$ cat config.mk
export PLATFORM = sky130hd
export DESIGN_NAME = uart_rx_frame_buffer
export DESIGN_NICKNAME = d
export VERILOG_FILES = /design/src/rtl/uart_rx_pkg.sv /design/src/rtl/uart_sync_fifo.sv /design/src/rtl/uart_rx_frame_buffer.sv
export SDC_FILE = /design/constraint.sdc
export NUM_CORES = 1
export LEC_CHECK = 0
export ABC_AREA = 1
export CAP_MARGIN = 10
export CORE_MARGIN = 3
export CORE_UTILIZATION = 35
export DETAILED_ROUTE_END_ITERATION = 10
export GPL_TIMING_DRIVEN = 0
export PLACE_DENSITY = 0.53
export RECOVER_POWER = 25
export SYNTH_ARGS = -nofsm -noshare
export SYNTH_HDL_FRONTEND = slang
export SYNTH_HIERARCHICAL = 1
export SYNTH_SLANG_ARGS = --single-unit
$ cat constraint.sdc
create_clock -name baudRateOut -period 4.9 [get_ports baudRateOut]
set_input_delay 0.98 -clock baudRateOut [delete_from_list [all_inputs] [get_ports baudRateOut]]
set_output_delay 0.98 -clock baudRateOut [all_outputs]
set_load 0.03 [all_outputs]
$ cat src/rtl/uart_rx_pkg.sv
// Shared types and helpers for the UART receive frame buffer.
// Frame layout: [7:0] data (bit0 first on the line), [8] received parity bit.
package uart_rx_pkg;

    localparam int DATA_W     = 8;
    localparam int PARITY_BIT = 8;
    localparam int FRAME_W    = 9;

    typedef struct packed {
        logic              err;
        logic [DATA_W-1:0] data;
    } entry_t;

    // Returns 1 when the received parity bit matches the expected sense.
    function automatic logic parity_ok(input logic [FRAME_W-1:0] word, input logic odd);
        return ~((^word[DATA_W-1:0]) ^ word[PARITY_BIT] ^ odd);
    endfunction

endpackage

$ cat src/rtl/uart_sync_fifo.sv
// Generic show-ahead synchronous FIFO: rd_data always shows the head entry.
// A push while full is accepted only when a pop frees the slot in the same cycle.
module uart_sync_fifo #(
    parameter int WIDTH  = 9,
    parameter int DEPTH  = 4,
    parameter int ADDR_W = 2
) (
    input  logic              clk,
    input  logic              rst,
    input  logic              push,
    input  logic              pop,
    input  logic [WIDTH-1:0]  wr_data,
    output logic [WIDTH-1:0]  rd_data,
    output logic              full,
    output logic              empty,
    output logic [ADDR_W:0]   count
);

    localparam logic [ADDR_W:0]   FULL_CNT = (ADDR_W+1)'(DEPTH);
    localparam logic [ADDR_W:0]   CNT_ONE  = (ADDR_W+1)'(1);
    localparam logic [ADDR_W-1:0] PTR_ONE  = ADDR_W'(1);

    logic [WIDTH-1:0]  mem [DEPTH];
    logic [ADDR_W-1:0] wr_ptr_q, wr_ptr_d;
    logic [ADDR_W-1:0] rd_ptr_q, rd_ptr_d;
    logic [ADDR_W:0]   count_q, count_d;
    logic              do_push, do_pop;

    assign full    = (count_q == FULL_CNT);
    assign empty   = (count_q == '0);
    assign count   = count_q;
    assign rd_data = mem[rd_ptr_q];

    assign do_pop  = pop & ~empty;
    assign do_push = push & (~full | do_pop);

    always_comb begin
        wr_ptr_d = wr_ptr_q;
        rd_ptr_d = rd_ptr_q;
        count_d  = count_q;
        if (do_push) wr_ptr_d = wr_ptr_q + PTR_ONE;
        if (do_pop)  rd_ptr_d = rd_ptr_q + PTR_ONE;
        case ({do_push, do_pop})
            2'b10:   count_d = count_q + CNT_ONE;
            2'b01:   count_d = count_q - CNT_ONE;
            default: count_d = count_q;
        endcase
    end

    always_ff @(posedge clk) begin
        if (rst) begin
            wr_ptr_q <= '0;
            rd_ptr_q <= '0;
            count_q  <= '0;
        end else begin
            wr_ptr_q <= wr_ptr_d;
            rd_ptr_q <= rd_ptr_d;
            count_q  <= count_d;
        end
    end

    // Storage carries no reset; the gated head output hides stale entries.
    always_ff @(posedge clk) begin
        if (do_push) mem[wr_ptr_q] <= wr_data;
    end

endmodule

$ cat src/rtl/uart_rx_frame_buffer.sv
// Captures receiver words on rxReady rising edges, checks parity and buffers them.
// Build option UART_RX_PARITY_DROP_EN: drop bad-parity frames and count them on dropCount.
module uart_rx_frame_buffer
    import uart_rx_pkg::*;
#(
    parameter int DEPTH      = 4,
    parameter int ADDR_W     = 2,
    parameter int PARITY_ODD = 1
) (
    input  logic               baudRateOut,
    input  logic               rst,
    input  logic [FRAME_W-1:0] dataParityIn,
    input  logic               rxReady,
    output logic [DATA_W-1:0]  dataOut,
    output logic               dataErr,
    output logic               dataValid,
    input  logic               dataAccept,
    output logic [ADDR_W:0]    fifoCount,
`ifdef UART_RX_PARITY_DROP_EN
    output logic               overrunErr,
    output logic [7:0]         dropCount
`else
    output logic               overrunErr
`endif
);

    logic   rx_ready_q;
    logic   overrun_q, overrun_d;
    logic   push, perr, wr_req, pop;
    logic   full, empty;
    entry_t wr_entry, head;

    assign push = rxReady & ~rx_ready_q;
    assign perr = ~parity_ok(dataParityIn, PARITY_ODD != 0);
    assign pop  = dataValid & dataAccept;

    assign wr_entry.err  = perr;
    assign wr_entry.data = dataParityIn[DATA_W-1:0];

`ifdef UART_RX_PARITY_DROP_EN
    logic [7:0] drop_cnt_q, drop_cnt_d;
    logic       unused_head_err;

    assign wr_req          = push & ~perr;
    assign dataErr         = 1'b0;
    assign dropCount       = drop_cnt_q;
    assign unused_head_err = head.err;

    always_comb begin
        drop_cnt_d = drop_cnt_q;
        if (push && perr && drop_cnt_q != 8'hFF) drop_cnt_d = drop_cnt_q + 8'd1;
    end

    always_ff @(posedge baudRateOut) begin
        if (rst) drop_cnt_q <= '0;
        else     drop_cnt_q <= drop_cnt_d;
    end
`else
    assign wr_req  = push;
    assign dataErr = empty ? 1'b0 : head.err;
`endif

    // Overrun only when nothing leaves in the same cycle to make room.
    assign overrun_d = overrun_q | (wr_req & full & ~pop);

    always_ff @(posedge baudRateOut) begin
        if (rst) begin
            rx_ready_q <= 1'b1;
            overrun_q  <= 1'b0;
        end else begin
            rx_ready_q <= rxReady;
            overrun_q  <= overrun_d;
        end
    end

    uart_sync_fifo #(
        .WIDTH  (FRAME_W),
        .DEPTH  (DEPTH),
        .ADDR_W (ADDR_W)
    ) u_fifo (
        .clk     (baudRateOut),
        .rst     (rst),
        .push    (wr_req),
        .pop     (pop),
        .wr_data (wr_entry),
        .rd_data (head),
        .full    (full),
        .empty   (empty),
        .count   (fifoCount)
    );

    assign dataValid  = ~empty;
    assign dataOut    = empty ? '0 : head.data;
    assign overrunErr = overrun_q;

endmodule
* Word level (Yosys, flattened, before mapping)
Memories as Yosys holds them, arrays and structs flattened. A register that Yosys moved wholly into a read port is not among the register bits.
Index checks and enable logic that the tools add are counted.
** Storage, ports and cells
- Register bits :: 9
- Bits in writable memories :: 36
- Input bits :: 13
- Output and inout port bits :: 14
- Word-level logic and storage cells :: 37
- Memories :: 1
** Memory list
- u_fifo.mem :: words 4, bits a word 9, read ports 1, clocked after Yosys merged registers in 1, wr ports 1, RTL line uart_sync_fifo.sv:23 : logic [WIDTH-1:0] mem [DEPTH];
** Cells by class
- $add $sub $neg :: 4
- Eq/ne operators :: 3
- Mux-type cells :: 7
- Bitwise logic cells :: 14
- Reduce and logical (&&, ||, !) cells :: 3
** Operators with widths (number)
- $mux 8 :: 1
- $reduce_xor 8->1 :: 1
- $and 1x1->1 :: 6
- $pmux 3 s2 :: 1
- $not 1->1 :: 5
- $add 2x1->2 const B :: 2
- $mux 2 :: 2
- $add 3x1->3 const B :: 1
- $eq 3x3->1 const B :: 1
- $logic_not 3->1 :: 1
- $mux 1 :: 3
- $sub 3x1->3 const B :: 1
- $eq 2x1->1 const B :: 1
- $eq 2x2->1 const B :: 1
- $or 1x1->1 :: 2
- $reduce_bool 2->1 :: 1
- $xor 1x1->1 :: 1

* Logic depth before layout (Yosys ltp)
Gate-level depths: netlist of run 1.
- Depth in word-level cells :: 8
- Depth in mapped cells :: 19
- Gate-level depth less buffers :: 18

* Cells and area by module
The synthesis of run 1 kept the hierarchy.
** Modules (own cells, without submodules)
- uart_sync_fifo :: instances 1, cells an instance 160, area each 1861.8 um^2, sequential area each 1261.2 um^2
- uart_rx_frame_buffer :: instances 1, cells an instance 54, area each 275.3 um^2, sequential area each 40.0 um^2

* Least setup slack after synthesis of run 1
Ideal clock, no wire load.
- Kind :: register to register
- Start :: reg u_fifo.count_q[1] (netlist: u_fifo/count[1])
- End :: reg u_fifo.count_q[2] (netlist: u_fifo/count[2])
- Setup time :: 0.113 ns
- Arrival :: 2.335 ns
- Data required time :: 4.787 ns
- Slack :: 2.453 ns
- Cell stages (with the launch flop) :: 20
- Path buffers :: 1
- Period minus slack after synthesis :: 2.447 ns
- Cells stage by stage :: dfxtp_1 > nor2_2 > nand2_2 > inv_1 > buf_4 > inv_2 > nand2_1 > inv_1 > inv_1 > nand3_2 > nand2_1 > ha_1 > inv_1 > fa_1 > inv_1 > nand2_1 > nand3_1 > nand2_1 > nand2_1 > nor2_1
** On the way
- Word-level cells in the longest chain between the ends :: 8
- Elaborated cells between the ends (all ways) :: 14
- Classes of those cells :: 2 x add/sub; 3 x eq/ne; 1 x mux; 6 x bitwise; 2 x reduce/logical
** Ends and longest elaborated chain
- start, declared :: RTL line uart_sync_fifo.sv:26 : logic [ADDR_W:0] count_q, count_d;
- start signal, assigned :: RTL line uart_sync_fifo.sv:58 : count_q <= count_d;
- $logic_not 3->1 * :: RTL line uart_sync_fifo.sv:30 : assign empty = (count_q == '0);
- via empty :: RTL line uart_rx_frame_buffer.sv:30 : logic full, empty;
- $not 1->1 * :: RTL line uart_rx_frame_buffer.sv:92 : assign dataValid = ~empty;
- via dataValid :: RTL line uart_rx_frame_buffer.sv:16 : output logic dataValid,
- $and 1x1->1 * :: RTL line uart_rx_frame_buffer.sv:35 : assign pop = dataValid & dataAccept;
- via pop :: RTL line uart_rx_frame_buffer.sv:29 : logic push, perr, wr_req, pop;
- $and 1x1->1 * :: RTL line uart_sync_fifo.sv:34 : assign do_pop = pop & ~empty;
- $or 1x1->1 :: RTL line uart_sync_fifo.sv:35 : assign do_push = push & (~full | do_pop);
- $and 1x1->1 :: RTL line uart_sync_fifo.sv:35
- $eq 2x1->1 / $eq 2x2->1 (equally long branches) :: RTL line uart_sync_fifo.sv:43 : case ({do_push, do_pop})
- $pmux 3 s2 / $reduce_bool 2->1 (equally long branches)
Mark *: on every way through the listed nets, which the timed path passes. The rest lies on a longest branch.
A chain may end at the register's enable or synchronous reset.

==> summary by stage, run 1 <==
Detailed routing
The first detailed-routing pass took 4 iterations. The wire length after detailed routing is approximately 4300 um. After detailed routing, the number of remaining DRC violations is 0.

The routed layout has ~1500 vias. After detailed routing, the average wire length per cell comes to 13.33 um. Dividing the detail-routed via count by the number of cells gives ~4.6.

After the first detailed-routing iteration, the DRC count stood at 99. Once detail routing completed, the nets flagged for antenna violations numbered 0.

Timing
Setup repair after global routing left no endpoint under its margin. The smallest hold slack is 510.7 ps. Setup violations remaining at the end of the flow were counted as 0. Dividing the final minimum period by the clock period gives 0.6389. Subtracting the final worst setup slack from the clock period gives 3130 ps. The worst clock skew is 2.540 ps.

The final hold violation count was 0. Derived from the worst setup path, the maximum achievable clock frequency is roughly 320 MHz. The final sum of negative setup slack is 0 ps. The worst-case headroom to the max-slew limit is 0.3048. The total count of max-transition violations in the final report is 0. The transition time at the pin with the least slew margin is 1039 ps.

Setup path
Along the worst path, the maximum fanout reaches 10. At the worst endpoint, the arrival time is 2150 ps. The critical path start-end classification is register to output pin. The sort of element at the start of the critical path is a register. The worst setup path is captured at an output pin. Data on the critical path is required at its endpoint by 3920 ps.

Status
The run finished with clean final reports.

GRT
The first global-routing pass estimated 7210 um of wire. The overall overflow remaining after global route is 0. For this run, the total global-route usage over all layers was measured as 0.1323. The initial antenna violation count is 0.

Entering global routing, the biggest net connects 14 pins. The number of global-route vias before repair is ~1500.

Floorplanning
The die boundary width is between 80 and 90 um. The area of the core is ~0.0057 mm2. The initial cell density of the core is 0.3743. The die footprint is between 0.007 and 0.008 mm2. 27 I/O pins were placed.

Measured along the y axis, the die boundary spans 84.14 um. The number of rows created at floorplan is 27.

Final layout
The final net count is 266. The share of final-layout standard cells stronger than drive strength 1 is 0.08065. The antenna cell count is 0. Once layout is complete, the utilization of the core stands at 0.4497. The growth of design area from synthesis to finish is 20.14%.

Clock network
The longest clock path from root to sink contains 2 buffers. The number of setup buffers added after CTS is 0. After clock tree synthesis, the clock-pin slew on the worst setup and hold paths is 80 ps.

The clock sink count is 47. The clock tree synthesis step divided the H-tree into 2 levels. The number of gates given a new drive strength after cts is 0.

Hold repair after CTS inserted 0 buffers. The number of buffers created by CTS is 5. Clock tree synthesis selected as its root buffer the cell sky130_fd_sc_hd__clkbuf_8. TritonCTS built the clock tree.

The clock latency reported for the late side of the worst-skew pair is 290 ps.

Logic synthesis
The share of the Yosys chip area taken by registers is 0.6089. The cell area that synthesis handed to floorplanning was 0.002137 mm2. After synthesis, the netlist uses 25 different library cells. The number of nets handed over by synthesis was 233. Dividing the synthesized area by the synthesized cell count gives around 10 um2. The count of state elements after synthesis is 47. The number of instances in the synthesized netlist is 214. For this run, the number of Yosys warnings is 6.

Power and ir drop
In this run the power density over the cells is 301.4 mW/mm2. The leakage power figure is 1.010 nW. The worst-case IR drop observed on VDD is roughly 130 uV.

Hold path
The path class of the lowest-slack min-delay path is register to register.

Placed design
Routability-driven placement finished with a final weighted congestion of 0.7415. Buffers placed on the I/O ports in this run total 26. After legalization and detailed placement, the total HPWL measured 2815 um.

Job
The reported max-cap violation count is 0.
[synth_stat cells]
library cell | count | share of area
sky130_fd_sc_hd__nor2_1 | 39 | 0.069
sky130_fd_sc_hd__edfxtp_1 | 36 | 0.51
sky130_fd_sc_hd__inv_1 | 35 | 0.061
sky130_fd_sc_hd__nand2_1 | 24 | 0.042
sky130_fd_sc_hd__o21ai_0 | 18 | 0.042
sky130_fd_sc_hd__dfxtp_1 | 11 | 0.10
sky130_fd_sc_hd__o22ai_1 | 9 | 0.026
sky130_fd_sc_hd__nand3_1 | 8 | 0.019
sky130_fd_sc_hd__ha_1 | 5 | 0.029
sky130_fd_sc_hd__a21oi_1 | 4 | 0.0094
sky130_fd_sc_hd__buf_6 | 3 | 0.016
sky130_fd_sc_hd__nand2_2 | 3 | 0.0088
sky130_fd_sc_hd__xor2_1 | 3 | 0.012
sky130_fd_sc_hd__inv_2 | 2 | 0.0035
sky130_fd_sc_hd__nor2_2 | 2 | 0.0059
sky130_fd_sc_hd__o21ai_1 | 2 | 0.0047
sky130_fd_sc_hd__xnor2_1 | 2 | 0.0082
sky130_fd_sc_hd__a21oi_2 | 1 | 0.0041
sky130_fd_sc_hd__a31oi_1 | 1 | 0.0029
sky130_fd_sc_hd__buf_4 | 1 | 0.0035
sky130_fd_sc_hd__fa_1 | 1 | 0.0094
sky130_fd_sc_hd__inv_6 | 1 | 0.0041
sky130_fd_sc_hd__nand3_2 | 1 | 0.0047
sky130_fd_sc_hd__nor3_1 | 1 | 0.0023
sky130_fd_sc_hd__or2_2 | 1 | 0.0029
[worst max-delay path: stages, from the launching register on]
cell and delay, ps:
sky130_fd_sc_hd__dfxtp_1 440, sky130_fd_sc_hd__inv_1 300, sky130_fd_sc_hd__o21ai_0 150, sky130_fd_sc_hd__o22ai_1 120, sky130_fd_sc_hd__inv_1 60, sky130_fd_sc_hd__nor2_1 110, sky130_fd_sc_hd__clkdlybuf4s50_1 680
[power breakdown]
group	internal [mW]	switching (mW)	total (mW)
combinational	0.0462	0.0721	0.118
clock	0.0974	0.116	0.213
sequential	0.438	0.00454	0.442
[cells by family after synthesis]
group,Yosys count,synth area share
XOR/XNOR,5,0.02050
adder cells (fa/ha/maj),6,0.03864
buffers and inverters,42,0.08841
AO/OA/AOI/OAI,35,0.08958
AND/OR/NAND/NOR,79,0.1540
flip-flops,47,0.6089
[layout by cell type, fill, tap and decap left out, drive strengths merged]
cell,synthesis,routed
clkinv,0,2
o21ai,20,20
clkdlybuf4s50,0,20
fa,1,1
nand2,27,27
xnor2,2,2
dlygate4sd3,0,6
o22ai,9,9
a31oi,1,1
ha,5,5
buf,4,4
dfxtp,11,11
xor2,3,3
inv,38,38
or2,1,1
nor3,1,1
clkbuf,0,6
nand3,9,9
edfxtp,36,36
a21oi,5,5
nor2,41,41
[cell type report]
class	count	area [um2]
inverter	38	147.6
clock inverter	2	7.507
timing repair buffer	26	260.3
clock buffer	6	72.57
buffer	4	41.29
tap	72	90.09
sequential	47	1301
multi-input combinational	125	646.9
fill	562	3142
[per-layer routing]
layer / wire length [um] / track usage / vias to the layer above
met5: 0 / 0 / -
met4: 46 / 0.04386 / 0
met3: 126 / 0.03533 / 6
met2: 2094 / 0.2195 / 26
met1: 1997 / 0.1675 / 665
li1: - / - / 762
[state kept, by name, indices dropped and copies added (netlist names), named ones only]
register         count
rx_ready_q           1
u_fifo/rd_ptr_q      2
u_fifo/wr_ptr_q      2
u_fifo/count         3
u_fifo/mem          36
overrunErr           1
[final timing paths]
| path | endpoint | cells past startpoint | start | slack [ps] |
|---|---|---|---|---|
| setup reg to reg | u_fifo/mem[3][6] | 11 | u_fifo/count[2] | 2310 |
| hold reg to reg | u_fifo/rd_ptr_q[1] | 2 | u_fifo/rd_ptr_q[1] | 510 |
| setup / recovery | dataErr | 6 | register | 1770 |
| hold / removal | u_fifo/rd_ptr_q[1] | 2 | u_fifo/rd_ptr_q[1] | 510 |
[stage by stage]
| step | total power [mW] | instances | area [um2] | worst slack, ps |
|---|---|---|---|---|
| final | 0.7739 | 320 | 2567 | 1770 |
| after global routing | 0.8167 | 320 | 2567 | 1554 |
| after CTS | 0.7867 | 320 | 2567 | 1746 |
| after detailed placement | 0.5726 | 312 | 2487 | 1565 |
| after global placement | 0.5716 | 312 | 2487 | 1593 |
| after floorplan | 0.5230 | 214 | 2137 | 2453 |
(Power assumes the default switching activity.)
==> run 2, diff against run 1 <==
- PLACE_DENSITY: 0.53 -> 0.55
- clock period: 4.9 -> 2.6 ns (I/O delays scaled with it)
==> run 2 against run 1 <==
Worst setup slack worse by 1600 ps. Global-route usage decreased by 1.1 points. Critical path depth up 13. Sequential share of layout area shrank 1.3 points. Worst hold slack got worse by 25 ps. Critical path type is now register to register.
==> summary by stage, run 2 (synthesis results as in run 1) <==
Timing
The final hold violation count is 0 (unchanged). RSZ-0062 raised after global routing: yes (was no). The clock period could shrink to roughly 2400 ps. The total count of max-transition violations in the final report was 0 (unchanged).

The transition time at the pin with the least slew margin is 613.5 ps (was 1039 ps). The number of endpoints failing setup at the final stage was 0 (unchanged). The final cycle utilization of the critical path is 0.9175. The smallest hold slack is 485.9 ps (was 510.7 ps).

The highest achievable clock rate is 419.2 MHz. The worst-case headroom to the max-slew limit is 0.5906 (was 0.3048). The slack of the critical path is 214.5 ps (was 1770 ps). The worst clock skew is 3.872 ps (was 2.540 ps).

GRT
The first-pass GRT wire length is 6617 um (was 7210 um). The overall overflow remaining after global route came to 0 (unchanged). The number of global-route vias before repair is 1413 (was 1460). The total routing usage reported by global routing is 0.1216 (was 0.1323).

The initial antenna violation count is 0 (unchanged). The pin count of the biggest net entering global routing is 15 (was 14).

Setup path
The largest stage delay on the critical path is 380 ps (was 680 ps). The data required time of the critical path is 2790 ps (was 3920 ps). The critical-path maximum fanout is 10 (unchanged). The sum of buffers and inverters on the critical path is 7 (was 3). The sort of element at the start of the critical path is a register (unchanged).

The endpoint type of the worst setup path is a register (was output pin). The critical path start-end classification is register to register (was register to output pin). The cell type with the highest occurrence count on the critical path is sky130_fd_sc_hd__inv_1 (unchanged). The worst endpoint data arrival time is 2580 ps (was 2150 ps). The kind of cell adding the most delay to the critical path is simple AND/OR/NAND/NOR gates (was buffers and inverters). Worst-path cell chain: nor2_2, nand2_2, inv_1, buf_6, inv_2, nand2_1, inv_1, inv_1, nand3_2, nand2_4, ha_1, inv_1, fa_1, inv_1, nand2_1, nand3_1, nand2_1, nand2_1, nor2_1 (was inv_1, o21ai_0, o22ai_1, inv_1, nor2_1, clkdlybuf4s50_1). The slowest library cell on the worst path is sky130_fd_sc_hd__fa_1 (was sky130_fd_sc_hd__clkdlybuf4s50_1).

Power and ir drop
The register share of total power is 0.556 (was 0.571). The cell internal power dissipation came to 1.128 mW (was 0.5812 mW). The total power came to 1.499 mW (was 0.7739 mW). The switching share of power is 0.2477 (was 0.2491). The switching power summed over all nets came to 0.3714 mW (was 0.1928 mW).

The clock network power share is 0.293 (was 0.276). The power density over the cells is 567.8 mW/mm2 (was 301.4 mW/mm2). The worst ir drop on vdd is 247.3 uV (was 128.6 uV).

The combinational cell fraction of total power is 0.151 (was 0.153). The leakage power figure is 1.169 nW (was 1.010 nW).

Detailed routing
The wire length after detailed routing is 4230 um (was 4265 um). The average wire per cell in the routed design is 13.18 um (was 13.33 um). The violation count after the first detailed-routing iteration came to 86 (was 99). The residual antenna-violating net count after detailed routing is 0 (unchanged). The average vias per placed instance was 4.545 (was 4.559). The total via count after detailed routing came to 1459 (unchanged). The count of unresolved DRC violations after routing is 0 (unchanged). The first-pass iteration count of the detailed router is 4 (unchanged).

Floorplanning
The initial cell density of the core is 0.3743 (unchanged). The die extent in y is 84.14 um (unchanged). The number of top-level pins came to 27 (unchanged).

The die footprint came to 0.007080 mm2 (unchanged). The area of the core is 0.005709 mm2 (unchanged). The die boundary width is 84.14 um (unchanged). The number of rows created at floorplan is 27 (unchanged).

Placed design
The global placer's final weighted congestion is 0.7294 (was 0.7415). The number of buffers inserted by port buffering is 26 (unchanged). The half-perimeter wire length after placement came to 2820 um (was 2815 um). The worst slack at placement is -158.2 ps (was 1565 ps).

Final layout
The final net count is 267 (was 266). The antenna cell count is 0 (unchanged). The flip-flop count of the largest register, all copies and words added is 36 (unchanged). The share of final-layout standard cells stronger than drive strength 1 came to 0.1205 (was 0.08065). The register ranked first by flip-flop count is u_fifo/mem (unchanged). Leading cell types in the layout, fill and taps excluded: 36 x sky130_fd_sc_hd__edfxtp_1, 35 x sky130_fd_sc_hd__nor2_1, 34 x sky130_fd_sc_hd__inv_1 (was 39 x sky130_fd_sc_hd__nor2_1, 36 x sky130_fd_sc_hd__edfxtp_1, 35 x sky130_fd_sc_hd__inv_1).

The growth of design area from synthesis to finish was 23.54% (was 20.14%). The commonest non-fill, non-tap cell in the layout was sky130_fd_sc_hd__edfxtp_1 (was sky130_fd_sc_hd__nor2_1).

Clock network
The clock latency reported for the late side of the worst-skew pair is 290 ps (about the same). The worst-case clock buffer depth is 2 (unchanged). The number of buffers created by CTS is 5 (unchanged). The number of levels the H-tree was split into is 2 (unchanged). The CTS clock-pin slew for the worst setup and hold paths came to 80 ps (about the same). The clock tree from TritonCTS was yes (unchanged).

The root buffer cell is sky130_fd_sc_hd__clkbuf_8 (unchanged). The clock sink count is 47 (unchanged).

Job
The reported max-cap violation count is 0 (unchanged).

Status
Status: complete, no violations (unchanged).

Hold path
The path class of the lowest-slack min-delay path is register to register (unchanged).
==> run 2: area by class of cell <==
type                       count  area, um2
fill                         534       3069
sequential                    47       1303
multi-input combinational    125      664.4
timing repair buffer          27      299.0
inverter                      38      147.6
tap                           72      90.09
clock buffer                   7      86.33
buffer                         4      45.04
clock inverter                 1      5.005
==> run 2: metrics by stage <==
| stage | setup TNS, ps | util | cell area (um2) | instances |
|---|---|---|---|---|
| floorplan | 0 | - | 2137 | 214 |
| global placement | -3983 | 0.4357 | 2487 | 312 |
| detailed placement | -3160 | 0.4357 | 2487 | 312 |
| CTS | 0 | 0.4528 | 2585 | 320 |
| global route | -75.23 | 0.4624 | 2640 | 321 |
| finish | 0 | 0.4624 | 2640 | 321 |
==> run 2: layer usage <==
metal	global-route usage	share of wire	up-vias
li1	-	-	767
met1	0.1371	0.45	663
met2	0.2209	0.51	25
met3	0.02846	0.035	4
met4	0.04678	0.0099	0
met5	0	0	-
==> run 2: final timing paths <==
check                   from         endpoint  slack (ps)  cells past startpoint
min               overrunErr       overrunErr         490                      2
max reg2reg  u_fifo/count[1]  u_fifo/count[2]         210                     19
max          u_fifo/count[1]  u_fifo/count[2]         210                     19
min reg2reg       overrunErr       overrunErr         490                      2
==> run 2: tightest hold or removal path, cell delays in order (launching register included) <==
cell                      delay, ps
sky130_fd_sc_hd__dfxtp_1        340
sky130_fd_sc_hd__a31oi_1         40
sky130_fd_sc_hd__nor2_1          70
==> run 2: timing repair <==
action	in CTS	in global routing
buffers inserted	0	1
cloned	0	0
pin swaps	0	1
hold buffers	0	0
resized for setup	5	13
endpoints found under the setup margin	26	18
==> run 2: power groups by stage <==
stage	registers [mW]	clock network (mW)	logic, mW
floorplan	0.855	0	0.131
global placement	0.851	0	0.228
detailed placement	0.851	0	0.228
CTS	0.833	0.452	0.229
global route	0.835	0.480	0.253
finish	0.833	0.439	0.227
